<file path="config.mk">
export PLATFORM = sky130hd
export DESIGN_NAME = cache_mem_arbiter
export DESIGN_NICKNAME = d
export VERILOG_FILES = /design/src/rtl/cache_mem_arbiter.sv
export SDC_FILE = /design/constraint.sdc
export NUM_CORES = 1
export LEC_CHECK = 0
export CORE_AREA = 2 2 216 218
export DETAILED_ROUTE_END_ITERATION = 10
export DIE_AREA = 0 0 218 220
export PLACE_DENSITY = 0.63
export SLEW_MARGIN = 20
export SYNTH_ARGS = -nofsm -noshare
export SYNTH_HDL_FRONTEND = slang
export SYNTH_SLANG_ARGS = --single-unit
</file>
<file path="constraint.sdc">
create_clock -name clk -period 1.7 [get_ports clk]
set_input_delay 0.34 -clock clk [delete_from_list [all_inputs] [get_ports clk]]
set_output_delay 0.34 -clock clk [all_outputs]
set_load 0.02 [all_outputs]
</file>
<file path="src/rtl/cache_mem_arbiter.sv">
// Shares one memory port between icache/dcache refill reads and a one-entry dcache write buffer.
// Define ARB_RR_EN for round-robin read arbitration; otherwise dcache wins every tie.
module cache_mem_arbiter (
    input  logic         clk,
    input  logic         resetn,
    // icache read
    input  logic         i_rd_req,
    input  logic [2:0]   i_rd_type,
    input  logic [31:0]  i_rd_addr,
    output logic         i_rd_rdy,
    output logic         i_ret_valid,
    output logic         i_ret_last,
    output logic [31:0]  i_ret_data,
    // dcache read
    input  logic         d_rd_req,
    input  logic [2:0]   d_rd_type,
    input  logic [31:0]  d_rd_addr,
    output logic         d_rd_rdy,
    output logic         d_ret_valid,
    output logic         d_ret_last,
    output logic [31:0]  d_ret_data,
    // dcache writeback
    input  logic         d_wr_req,
    input  logic [2:0]   d_wr_type,
    input  logic [31:0]  d_wr_addr,
    input  logic [3:0]   d_wr_wstrb,
    input  logic [127:0] d_wr_data,
    output logic         d_wr_rdy,
    // memory side
    output logic         m_rd_req,
    output logic [2:0]   m_rd_type,
    output logic [31:0]  m_rd_addr,
    input  logic         m_rd_rdy,
    input  logic         m_ret_valid,
    input  logic         m_ret_last,
    input  logic [31:0]  m_ret_data,
    output logic         m_wr_req,
    output logic [2:0]   m_wr_type,
    output logic [31:0]  m_wr_addr,
    output logic [3:0]   m_wr_wstrb,
    output logic [127:0] m_wr_data,
    input  logic         m_wr_rdy
);
    typedef enum logic [1:0] {RIdle, RReq, RData} r_state_e;
    typedef enum logic {WIdle, WBusy} w_state_e;

    r_state_e     r_state_q, r_state_d;
    w_state_e     w_state_q, w_state_d;
    logic         gnt_d_q, gnt_d_d;
    logic [2:0]   rd_type_q, rd_type_d;
    logic [31:0]  rd_addr_q, rd_addr_d;
    logic [2:0]   wr_type_q, wr_type_d;
    logic [31:0]  wr_addr_q, wr_addr_d;
    logic [3:0]   wr_wstrb_q, wr_wstrb_d;
    logic [127:0] wr_data_q, wr_data_d;
    logic         any_rd, win_d, conflict;

    assign any_rd = i_rd_req | d_rd_req;

`ifdef ARB_RR_EN
    // Remembers whether dcache took the previous grant; cleared so the first tie goes to dcache.
    logic last_d_q;
    assign win_d = d_rd_req & (~i_rd_req | ~last_d_q);
    always_ff @(posedge clk) begin
        if (!resetn) begin
            last_d_q <= 1'b0;
        end else if (r_state_q == RIdle && any_rd) begin
            last_d_q <= win_d;
        end
    end
`else
    assign win_d = d_rd_req;
`endif

    // A read of the line still sitting in the write buffer must wait for the write to drain.
    assign conflict = (w_state_q == WBusy) && (rd_addr_q[31:4] == wr_addr_q[31:4]);

    always_comb begin
        r_state_d   = r_state_q;
        w_state_d   = w_state_q;
        gnt_d_d     = gnt_d_q;
        rd_type_d   = rd_type_q;
        rd_addr_d   = rd_addr_q;
        wr_type_d   = wr_type_q;
        wr_addr_d   = wr_addr_q;
        wr_wstrb_d  = wr_wstrb_q;
        wr_data_d   = wr_data_q;
        i_rd_rdy    = 1'b0;
        i_ret_valid = 1'b0;
        i_ret_last  = 1'b0;
        i_ret_data  = '0;
        d_rd_rdy    = 1'b0;
        d_ret_valid = 1'b0;
        d_ret_last  = 1'b0;
        d_ret_data  = '0;
        d_wr_rdy    = 1'b1;
        m_rd_req    = 1'b0;
        m_rd_type   = '0;
        m_rd_addr   = '0;
        m_wr_req    = 1'b0;
        m_wr_type   = '0;
        m_wr_addr   = '0;
        m_wr_wstrb  = '0;
        m_wr_data   = '0;

        // Outputs stay quiet while resetn is low, even before the state registers clear.
        if (resetn) begin
            unique case (r_state_q)
                RIdle: begin
                    if (any_rd) begin
                        gnt_d_d   = win_d;
                        rd_type_d = win_d ? d_rd_type : i_rd_type;
                        rd_addr_d = win_d ? d_rd_addr : i_rd_addr;
                        i_rd_rdy  = ~win_d;
                        d_rd_rdy  = win_d;
                        r_state_d = RReq;
                    end
                end
                RReq: begin
                    if (!conflict) begin
                        m_rd_req  = 1'b1;
                        m_rd_type = rd_type_q;
                        m_rd_addr = rd_addr_q;
                        if (m_rd_rdy) r_state_d = RData;
                    end
                end
                RData: begin
                    if (gnt_d_q) begin
                        d_ret_valid = m_ret_valid;
                        d_ret_last  = m_ret_valid & m_ret_last;
                        d_ret_data  = m_ret_valid ? m_ret_data : '0;
                    end else begin
                        i_ret_valid = m_ret_valid;
                        i_ret_last  = m_ret_valid & m_ret_last;
                        i_ret_data  = m_ret_valid ? m_ret_data : '0;
                    end
                    if (m_ret_valid && m_ret_last) r_state_d = RIdle;
                end
                default: r_state_d = RIdle;
            endcase

            unique case (w_state_q)
                WIdle: begin
                    if (d_wr_req) begin
                        wr_type_d  = d_wr_type;
                        wr_addr_d  = d_wr_addr;
                        wr_wstrb_d = d_wr_wstrb;
                        wr_data_d  = d_wr_data;
                        w_state_d  = WBusy;
                    end
                end
                WBusy: begin
                    d_wr_rdy   = 1'b0;
                    m_wr_req   = 1'b1;
                    m_wr_type  = wr_type_q;
                    m_wr_addr  = wr_addr_q;
                    m_wr_wstrb = wr_wstrb_q;
                    m_wr_data  = wr_data_q;
                    if (m_wr_rdy) w_state_d = WIdle;
                end
            endcase
        end
    end

    always_ff @(posedge clk) begin
        if (!resetn) begin
            r_state_q  <= RIdle;
            w_state_q  <= WIdle;
            gnt_d_q    <= 1'b0;
            rd_type_q  <= '0;
            rd_addr_q  <= '0;
            wr_type_q  <= '0;
            wr_addr_q  <= '0;
            wr_wstrb_q <= '0;
            wr_data_q  <= '0;
        end else begin
            r_state_q  <= r_state_d;
            w_state_q  <= w_state_d;
            gnt_d_q    <= gnt_d_d;
            rd_type_q  <= rd_type_d;
            rd_addr_q  <= rd_addr_d;
            wr_type_q  <= wr_type_d;
            wr_addr_q  <= wr_addr_d;
            wr_wstrb_q <= wr_wstrb_d;
            wr_data_q  <= wr_data_d;
        end
    end
endmodule

</file>
* Yosys cells after proc, flatten, opt, wreduce, memory -nomap -nowiden *
Index checks and enable logic that the tools add are counted.

word-level totals
  memory bits (read-only) = 0
  bits in writable memories = 0
  output and inout port bits = 275
  memories kept = 0
  register bits = 206
  latch bits = 0
  logic and storage cells = 82
  input bits = 278

cells by class
  multiply operators = 0
  $lt $le $gt $ge = 0
  reduce and logical (&&, ||, !) cells = 6
  bitwise gates (word level) = 4
  eq/ne operators = 7
  $add $sub $neg = 0
  shift operators = 0
  div/mod/pow operators = 0
  muxes and demuxes = 56

operators with widths
  cell                                                                    number
  32-bit 2-to-1 mux                                                       13
  128-bit 2-to-1 mux                                                      2
  28-bit equality test                                                    1
  1-bit 2-to-1 mux                                                        27
  3-bit 2-to-1 mux                                                        6
  2-bit 2-to-1 mux                                                        4
  4-bit 2-to-1 mux                                                        2
  2-bit != test (second input constant)                                   4
  2-bit case mux with 3 select lines                                      1
  2-bit AND reduction                                                     2
  4-bit AND reduction                                                     1
  2-bit by 1-bit equality test with 1-bit output (second input constant)  1
  2-bit equality test (second input constant)                             1
  1-bit logical AND                                                       2
  2-bit zero test                                                         1
  1-bit NOT                                                               2
  1-bit case mux with 2 select lines                                      1
  1-bit AND                                                               1
  1-bit OR                                                                1

* Longest topological paths before layout *
  depth after elaboration = 5
  depth in mapped cells = 7
  depth with buffers taken out = 5

* Worst setup path before layout *
Ideal clock, no wire load.

  path kind = input to output
  start = in resetn
  end = out i_ret_data[22]
  path buffers = 2
  arrival time = 1565 ps
  slack = -205 ps
  data required time = 1360 ps
  cell stages on the path = 6
  cells stage by stage = buf_2 -> and3b_1 -> nand2_1 -> nor2_1 -> clkbuf_1 -> and2_1

between the ends
  longest elaborated chain between the ends = 1

RTL lines
  item                line  text
  start: declaration  5     input logic resetn,
  32-bit 2-to-1 mux   107   if (resetn) begin
  end: declaration    13    output logic [31:0] i_ret_data,

Every way passes these cells.

* Worst setup path in the final report *
  start = reg rd_addr_q[31]
  end = out m_rd_addr[15]

between the ends
  longest elaborated chain between the ends = 5

RTL lines
  item                      line  text
  start: declaration        51    logic [31:0] rd_addr_q, rd_addr_d;
  start signal: assignment  181   rd_addr_q <= rd_addr_d;
  28-bit equality test      76    assign conflict = (w_state_q == WBusy) && (rd_addr_q[31:4] == wr_addr_q[31:4]);
  1-bit logical AND         76
  32-bit 2-to-1 mux         120   if (!conflict) begin
  32-bit 2-to-1 mux         108   unique case (r_state_q)
  32-bit 2-to-1 mux         107
  end: declaration          32    output logic [31:0] m_rd_addr,

Every way passes these cells.

==> results.json <==
{
  "cts_buffers": 26,
  "yosysSeqAreaShare": 0.408,
  "multi_input_area_mm2": 0.00790,
  "wirelength_um": 58400,
  "synth_area_leader_cell": "dfxtp_1",
  "h-tree-depth": 1,
  "dpl_cell_area_mm2": 0.0175,
  "finalHoldViolCount": 0,
  "portBuffers": 552,
  "start_util": 0.220,
  "grt_pass1_wl_um": 75100,
  "syn_area_mm2": 0.0101,
  "synth_cells": 1262,
  "dp_hpwl_um": 34800,
  "path_class": "reg2out",
  "yosysMostFrequentCell": "nand2_1",
  "fin_crit_ps": 2610,
  "fin_nets": 2288,
  "grt_max_degree": 54,
  "slew_headroom": 0.764,
  "hold_path_class": "in2reg",
  "max_freq_mhz": 383,
  "report.final.slew_viol_count": 0,
  "clkLatencyLatePin_ps": 550,
  "gp_congestion": 0.886,
  "dr.first_iter.drc_count": 563,
  "yosys-top-cells-count": "nand2_1, dfxtp_1, a21boi_0, and3_1, and2_1",
  "core_mm2": 0.0459,
  "ant_nets": 0,
  "synth_area_per_cell_um2": 8.01,
  "totalPowerFinal_mw": 15.9,
  "outcome": "complete, but fails checks",
  "netlist_top_cells_area": "dfxtp_1, nand2_1, a21boi_0, and3_1, and2_1",
  "synth_flop_cell": "dfxtp_1",
  "required_ps": 1360,
  "die_w_um": 218,
  "clk_transition_reported_paths_ps": 60,
  "nFillCells": 4005,
  "rows": 79,
  "grt.total_usage": 0.207,
  "vias": 12300,
  "grt-ovfl-total": 0,
  "period_share": 1.54,
  "clock_sinks": 206,
  "synth_edf_count": 0,
  "ff_latch_area_mm2": 0.00415,
  "cp_max_fo": 37,
  "die_h_um": 220,
  "grt_pass1_vias": 12200,
  "dieArea_mm2": 0.0480,
  "vias_per_cell": 4.66,
  "syn_to_final_growth_pct": 132,
  "powerDensity_mw_per_mm2": 677,
  "cts-hold-fix-buffers": 0,
  "final_cell_area_mm2": 0.0234,
  "violations": "setup timing",
  "worst_slew_pin_slew_ps": 354,
  "final_layout_size_suffix_gt1_frac": 0.564,
  "drtPass1Iterations": 5,
  "setup_viol": 444,
  "pre_cts_ws_ps": -1020,
  "syn_nets": 1540,
  "end_kind": "output pin",
  "io_pins": 553,
  "synth.distinct_cells": 27,
  "routedWlPerCell_um": 22.1,
  "root_buffer": "clkbuf_16",
  "p_leak_nw": 10.4,
  "maxCapViolCount": 0,
  "crit_arrival_ps": 2270,
  "ys_warn_count": 0,
  "cts_tree": "built",
  "cp-start-kind": "register",
  "r2r_setup_slack_ps": -580,
  "antenna_found_initial": 10,
  "skew_ps": 13.1,
  "yosysTopAreaCellShare": 0.408,
  "clockBufferDepth": 3,
  "ys_seq_elements": 206,
  "utilization": 0.511,
  "worst_slack_ps": -913,
  "rsz0062_at_grt": "true",
  "synthArstFlopShare": 0,
  "route.detailed.drc": 0,
  "peakVddDrop_uv": 631,
  "whs_ps": 159
}
==> metrics by stage <==
stage	TNS, ps	std cells
after CTS	-231210	2603
after detailed placement	-129400	2443
final	-229140	2642
after floorplan	-1970	1262
after global routing	-256760	2641
after global placement	-127410	2443
==> registers in the layout, indices dropped and copies added, names as in the netlist <==
name / count
gnt_d_q: 1
r_state_q: 2
rd_addr_q: 32
rd_type_q: 3
w_state_q: 1
wr_addr_q: 32
wr_data_q: 128
wr_type_q: 3
wr_wstrb_q: 4
==> per-layer routing <==
metal	vias up	share of wire	track usage
li1	5726	-	-
met1	5924	0.37	0.228
met2	536	0.51	0.375
met3	125	0.069	0.0440
met4	4	0.045	0.0993
met5	-	0.00043	0
==> critical path: stages, from the launching register on <==
cell     delay, ps
dfxtp_2        340
xnor2_2        200
nand4_1        250
nor4_2         280
a21oi_2        120
buf_12         190
and2_1         180
buf_2          160
==> worst paths after layout <==
check / from / to / cells after the start
max reg2reg: w_state_q / wr_data_q[66] / 14
max: rd_addr_q[31] / m_rd_addr[15] / 7
min reg2reg: wr_data_q[80] / wr_data_q[80] / 2
min: resetn / rd_addr_q[13] / 3
==> what timing repair did <==
action / CTS / global route
endpoints found under the setup margin: 402 / 446
hold endpoints to repair: 0 / 0
pin swaps: 81 / 385
setup buffers: 86 / 41
gates cloned: 31 / 26
resized for setup: 1729 / 711
==> power breakdown <==
group	total [mW]	internal [mW]	switching [mW]
clock network	5.66	3.38	2.28
logic	4.67	2.66	2.02
registers	5.54	5.21	0.331
==> layout make-up <==
cell class / instances / area share
clock buffer: 35 / 0.0336
antenna: 7 / 0.000747
clock inverter: 11 / 0.00379
inverter: 1 / 0.000267
multi-input combinational: 935 / 0.337
sequential: 206 / 0.177
timing repair buffer: 840 / 0.416
tap: 607 / 0.0324
==> cell families after synthesis <==
family / after synthesis / synth area share
buffers and inverters: 121 / 0.0497
XOR/XNOR: 28 / 0.0243
AND/OR/NAND/NOR: 664 / 0.320
AO/OA/AOI/OAI: 208 / 0.163
flip-flops: 206 / 0.408
multiplexers: 35 / 0.0347
==> placed cells by master (no fill, tap or decap), types with 58 or more instances in the layout <==
cell and count:
a21boi_1 82, buf_12 58, buf_6 299, clkdlybuf4s50_1 275
and2_4 76, nand2_1 203, and3_4 168, dfxtp_1 191
a21boi_2 85, nand2_4 102, buf_4 125, nand2_2 70
Note: power is estimated with default switching activity, not from simulation.
